**src/rtl/mpi_eth_pkg.sv**
```systemverilog
// Shared definitions for the MPI-over-Ethernet receive path: parser states,
// header field positions and protocol constants.
package mpi_eth_pkg;

    typedef enum logic [2:0] {
        ST_H0   = 3'd0,
        ST_H1   = 3'd1,
        ST_H2   = 3'd2,
        ST_H3   = 3'd3,
        ST_META = 3'd4,
        ST_PAY  = 3'd5,
        ST_DROP = 3'd6
    } parser_state_t;

    localparam logic [47:0] MAC_ADDR_DEFAULT      = 48'hfa163e55ca02;
    localparam logic [15:0] ETHERTYPE_MPI_DEFAULT = 16'h7400;

    // Beat 0: destination MAC
    localparam int DST_MAC_LSB = 0;
    localparam int DST_MAC_W   = 48;
    // Beat 1: ethertype
    localparam int ETYPE_LSB   = 32;
    localparam int ETYPE_W     = 16;
    // Beat 3: MPI header
    localparam int DST_RANK_LSB = 0;
    localparam int DST_RANK_W   = 16;
    localparam int SRC_RANK_LSB = 16;
    localparam int SRC_RANK_W   = 8;
    localparam int OPCODE_LSB   = 24;
    localparam int OPCODE_W     = 8;
    localparam int SIZE_LSB     = 32;
    localparam int SIZE_W       = 32;

    localparam logic [7:0] OPCODE_SEND = 8'h01;
    localparam logic [7:0] OPCODE_DONE = 8'h02;

endpackage

```
**src/rtl/sat_counter16.sv**
```systemverilog
// 16-bit event counter that sticks at all-ones instead of wrapping.
module sat_counter16 (
    input  logic        clk,
    input  logic        rst,
    input  logic        inc,
    output logic [15:0] count
);

    always_ff @(posedge clk or posedge rst) begin
        if (rst) begin
            count <= 16'h0000;
        end else if (inc && (count != 16'hffff)) begin
            count <= count + 16'h0001;
        end
    end

endmodule

```
**src/rtl/mpi_eth_rx_parser.sv**
```systemverilog
// Strips the Ethernet/IP/MPI headers from an incoming frame stream, presents the
// MPI header as a sideband record and forwards the payload with zero latency.
module mpi_eth_rx_parser
    import mpi_eth_pkg::*;
#(
    parameter logic [47:0] MAC_ADDR_FPGA = MAC_ADDR_DEFAULT,
    parameter logic [15:0] ETHERTYPE_MPI = ETHERTYPE_MPI_DEFAULT
) (
    input  logic          clk,
    input  logic          rst,

    input  logic [63:0]   stream_in_DATA,
    input  logic [7:0]    stream_in_KEEP,
    input  logic          stream_in_LAST,
    input  logic          stream_in_VALID,
    output logic          stream_in_READY,

    output logic [63:0]   stream_out_DATA,
    output logic [7:0]    stream_out_KEEP,
    output logic          stream_out_LAST,
    output logic          stream_out_VALID,
    input  logic          stream_out_READY,

    output logic [15:0]   meta_dst_rank,
    output logic [7:0]    meta_src_rank,
    output logic [7:0]    meta_opcode,
    output logic [31:0]   meta_size,
    output logic          meta_empty,
    output logic          meta_valid,
    input  logic          meta_ready,

    output logic [15:0]   cnt_ok,
    output logic [15:0]   cnt_drop,
    output logic [15:0]   cnt_short,

    output parser_state_t fsm_state
);

    // Handshake rule on every port: a beat or record moves on a rising clk edge
    // where VALID and READY are both high; the producer holds its outputs until then.

    parser_state_t state;
    logic          mac_ok;
    logic          in_fire;
    logic          meta_fire;
    logic          hdr_bad;
    logic          ok_inc;
    logic          drop_inc;
    logic          short_inc;

    assign fsm_state = state;

    always_comb begin
        stream_in_READY = 1'b1;
        case (state)
            ST_META: stream_in_READY = 1'b0;
            ST_PAY:  stream_in_READY = stream_out_READY;
            default: stream_in_READY = 1'b1;
        endcase
    end

    assign in_fire   = stream_in_VALID && stream_in_READY;
    assign meta_fire = meta_valid && meta_ready;
    assign hdr_bad   = !mac_ok ||
                       (stream_in_DATA[ETYPE_LSB +: ETYPE_W] != ETHERTYPE_MPI);

    // Payload passes straight through; only VALID is gated by the parser state.
    assign stream_out_DATA  = stream_in_DATA;
    assign stream_out_KEEP  = stream_in_KEEP;
    assign stream_out_LAST  = stream_in_LAST;
    assign stream_out_VALID = (state == ST_PAY) && stream_in_VALID;

    assign ok_inc = ((state == ST_META) && meta_fire && meta_empty) ||
                    ((state == ST_PAY) && in_fire && stream_in_LAST);

    assign drop_inc = in_fire && stream_in_LAST &&
                      ((state == ST_DROP) || ((state == ST_H1) && hdr_bad));

    assign short_inc = in_fire && stream_in_LAST &&
                       ((state == ST_H0) || (state == ST_H2) ||
                        ((state == ST_H1) && !hdr_bad));

    always_ff @(posedge clk or posedge rst) begin
        if (rst) begin
            state         <= ST_H0;
            mac_ok        <= 1'b0;
            meta_dst_rank <= '0;
            meta_src_rank <= '0;
            meta_opcode   <= '0;
            meta_size     <= '0;
            meta_empty    <= 1'b0;
            meta_valid    <= 1'b0;
        end else begin
            case (state)
                ST_H0: begin
                    if (in_fire) begin
                        mac_ok <= (stream_in_DATA[DST_MAC_LSB +: DST_MAC_W] == MAC_ADDR_FPGA);
                        if (!stream_in_LAST) state <= ST_H1;
                    end
                end
                ST_H1: begin
                    if (in_fire) begin
                        if (stream_in_LAST)  state <= ST_H0;
                        else if (hdr_bad)    state <= ST_DROP;
                        else                 state <= ST_H2;
                    end
                end
                ST_H2: begin
                    if (in_fire) state <= stream_in_LAST ? ST_H0 : ST_H3;
                end
                ST_H3: begin
                    if (in_fire) begin
                        meta_dst_rank <= stream_in_DATA[DST_RANK_LSB +: DST_RANK_W];
                        meta_src_rank <= stream_in_DATA[SRC_RANK_LSB +: SRC_RANK_W];
                        meta_opcode   <= stream_in_DATA[OPCODE_LSB +: OPCODE_W];
                        meta_size     <= stream_in_DATA[SIZE_LSB +: SIZE_W];
                        meta_empty    <= stream_in_LAST;
                        meta_valid    <= 1'b1;
                        state         <= ST_META;
                    end
                end
                ST_META: begin
                    if (meta_fire) begin
                        meta_valid <= 1'b0;
                        state      <= meta_empty ? ST_H0 : ST_PAY;
                    end
                end
                ST_PAY: begin
                    if (in_fire && stream_in_LAST) state <= ST_H0;
                end
                ST_DROP: begin
                    if (in_fire && stream_in_LAST) state <= ST_H0;
                end
                default: state <= ST_H0;
            endcase
        end
    end

    sat_counter16 u_cnt_ok (
        .clk   (clk),
        .rst   (rst),
        .inc   (ok_inc),
        .count (cnt_ok)
    );

    sat_counter16 u_cnt_drop (
        .clk   (clk),
        .rst   (rst),
        .inc   (drop_inc),
        .count (cnt_drop)
    );

    sat_counter16 u_cnt_short (
        .clk   (clk),
        .rst   (rst),
        .inc   (short_inc),
        .count (cnt_short)
    );

endmodule

```
**config.mk**
```make
export PLATFORM = sky130hd
export DESIGN_NAME = mpi_eth_rx_parser
export DESIGN_NICKNAME = d
export VERILOG_FILES = /design/src/rtl/mpi_eth_pkg.sv /design/src/rtl/sat_counter16.sv /design/src/rtl/mpi_eth_rx_parser.sv
export SDC_FILE = /design/constraint.sdc
export NUM_CORES = 1
export LEC_CHECK = 0
export BUFFER_PORTS_ARGS = -buffer_cell sky130_fd_sc_hd__buf_2
export CAP_MARGIN = 25
export CORE_ASPECT_RATIO = 0.6
export CORE_MARGIN = 10
export CORE_UTILIZATION = 36
export CTS_CLUSTER_DIAMETER = 150
export DETAILED_ROUTE_END_ITERATION = 10
export GPL_TIMING_DRIVEN = 0
export PLACE_DENSITY_LB_ADDON = 0.08
export SKIP_LAST_GASP = 1
export SLEW_MARGIN = 5
export SYNTH_ARGS = -nofsm -noshare
export SYNTH_HDL_FRONTEND = slang
export SYNTH_SLANG_ARGS = --single-unit
```
**constraint.sdc**
```tcl
create_clock -name clk -period 4.55 [get_ports clk]
set_input_delay 0.455 -clock clk [delete_from_list [all_inputs] [get_ports clk]]
set_output_delay 0.455 -clock clk [all_outputs]
set_load 0.1 [all_outputs]
```
==> metrics.md <==
| Metric | Value |
|---|---|
| Status | `finished clean` |
| Initial antenna violation count | `2` |
| Mapped Area | `5888 sq um` |
| Clk sinks | `118` |
| Worst slew margin | `a little under two fifths` |
| Fraction of the yosys area taken by sequential cells | `50.15%` |
| Drt pass-1 iters | `4` |
| Syn-to-layout area delta | `38.10%` |
| Critical Path Max Stage Delay | `about 0.47 ns` |
| Final setup viols | `0` |
| Final Slew Violations | `0` |
| H-tree Lvls | `4` |
| Clk buf depth | `2` |
| Post-cts hold buffer count | `0` |
| MaxCap Viol Count | `0` |
| Post-synth EDFFs | `0` |
| First-pass GRT wire length | `28.19 mm` |
| Cell Area, Placed | `7483 sq um` |
| Vias post-DR | `4,832` |
| Synth cell types | `50` |
| Final hold viol count | `0` |
| Reg clk slew, reported paths | `0.06 ns` |
| Seq cells post-synth | `118` |
| IO Count | `270` |
| Die H | `119.1 um` |
| Avg Inst Size Synth | `11.57 sq um` |
| Setup Buffers After CTS | `0` |
| DRC | `0` |
| Via/cell ratio | `4.779` |
| Clk_skew | `0.006742 ns` |
| WS Path Type | `reg -> out` |
| Cell family with most CP delay | `buffers and inverters` |
| TritonCTS buffer count | `17` |
| Pin count of the biggest net entering global routing | `between 60 and 70` |
| Net Count, Synth | `590` |
| Async S/R FF share, synth | `100.0%` |
| Crit path time final | `2.583 ns` |
| Commonest non-fill, non-tap cell in the layout | `buf_2` |
| Final Cell Area | `8132 sq um` |
| Die area | `22,040 sq um` |
| GPL Wtd Cong | `about 0.87` |
| F_max | `387.2 MHz` |
| Req. time, crit path | `approximately 4.1 ns` |
| NumNets Final | `870` |
| Worst-skew pair later-pin latency | `0.41 ns` |
| GRT Total Usage | `15.99%` |
| Worst-path maximum fanout | `10` |
| Routed wire length | `17.74 mm` |
| Iter 0 DRT Violations | `193` |
| Most frequent cells in the layout | `263 x buf_2, 118 x dfrtp_1, 74 x buf_4` |
| Post-Syn Instances | `509` |
| Post-route setup TNS | `0 ns` |
| Crit path cell chain | `clkbuf_1 -> inv_1 -> nor2_1 -> and3_1 -> buf_2` |
| Setup crit end kind | `output pin` |
| Worst path slowest cell | `dfrtp_1` |
| Starting Density | `36.51%` |
| Ys flop type | `dfrtp_1` |
| Buf+Inv Stages, Crit Path | `3` |
| # resized after CTS | `0` |
| Root buffer selected by CTS | `clkbuf_16` |
| Yosys top cell by area | `dfrtp_1` |
| HPWL Detailed | `14.19 mm` |
| Share of the synthesized area in the top cell type | `50.15%` |
| Core area | `between 15,000 and 20,000 sq um` |
| Period utilization | `a little under three fifths` |
| Row Count | `36` |
| CP startpoint kind | `flip-flop` |
| Global route total overflow | `0` |
| Largest cells by area after synthesis | `dfrtp_1 50%, mux2_2 13%, buf_4 9.4%` |
| Routed WL per cell | `~18 um` |
| Vias in the first global route | `around 5,000` |
| Post-DRT Antenna Nets | `0` |
| Layout cells sized above 1 | `56.05%` |
| Ys Warns | `0` |
| Port Buffer Count | `260` |
| Crit path DAT | `roughly 2.1 ns` |
| Die Width | `185.1 um` |
| CTS tree | `yes` |
| Class of the worst hold path | `in -> async` |
| RSZ-0062 raised after global routing | `no` |
| Slew @ Worst Pin | `0.9410 ns` |
cell usage after synthesis (4+ instances only):
library cell / number
nor4b_1: 5
inv_1: 6
o21ai_0: 5
nand3_1: 18
and3_1: 9
nor2_1: 14
nor4_1: 15
nor3_1: 13
nor2b_1: 4
nand2_1: 28
nand4_1: 20
dfrtp_1: 118
xor2_1: 27
nand4b_1: 4
buf_4: 74
and2_1: 4
mux2_2: 68
xnor2_1: 13
a21oi_1: 9
clkbuf_1: 12
worst paths after layout:
check	start	end	slack, ns	cells past startpoint
setup reg to reg	fsm_state[2]$_DFFE_PP0P_	meta_size[1]$_DFFE_PP0P_	2.17	5
max in group asynchronous	rst	meta_size[20]$_DFFE_PP0P_	3.76	3
hold reg to reg	u_cnt_drop.count[15]$_DFFE_PP0P_	u_cnt_drop.count[15]$_DFFE_PP0P_	0.49	1
setup / recovery	fsm_state[0]$_DFFE_PP0P_	stream_out_VALID	1.97	5
hold / removal	rst	meta_size[27]$_DFFE_PP0P_	0.09	2
min in group clk	stream_in_DATA[55]	meta_size[23]$_DFFE_PP0P_	0.29	2
through the flow:
stage	setup WS, ns	utilization, %	std cells	hold WS, ns
4_1_cts	1.935	50.41	1010	0.1106
6_report	1.967	50.43	1011	0.09093
3_5_place_dp	1.909	46.41	979	0.4803
3_3_place_gp	-0.5778	46.21	978	0.4716
2_1_floorplan	0.9659	-	509	0.4583
5_1_grt	1.791	50.41	1010	0.1283
routing by layer:
layer	part of all wire, %	global-route usage [%]
met1	45	20.57
met2	44	24.23
met3	10	6.861
met4	0.80	3.842
met5	0.062	0
sequential cells by signal, indices dropped and copies added, names as in the netlist:
register           cells
fsm_state              3
mac_ok                 1
meta_dst_rank         16
meta_empty             1
meta_opcode            8
meta_size             32
meta_src_rank          8
meta_valid             1
u_cnt_drop.count      16
u_cnt_ok.count        16
u_cnt_short.count     16
cell families after synthesis:
group	count (synthesis)	share of synthesized area (%)
fa+ha+maj	3	0.6376
simple gates	157	15.92
buf+inv	96	11.03
flops	118	50.15
mux	71	13.54
compound gates	24	2.784
xor+xnor	40	5.950
area by class of cell:
cell class	instances	area [sq um]
Fill cell	1512	7994
Sequential cell	118	2953
Multi-Input combinational cell	295	2286
Timing Repair Buffer	261	1329
Buffer	90	626.9
Clock buffer	19	442.9
Tap cell	209	261.5
Clock inverter	12	202.7
Inverter	6	27.53
Antenna cell	1	2.502
Power is left out: the tool's default activity adds up to more than one toggle a clock period on the data nets, which glitch-free logic cannot reach.
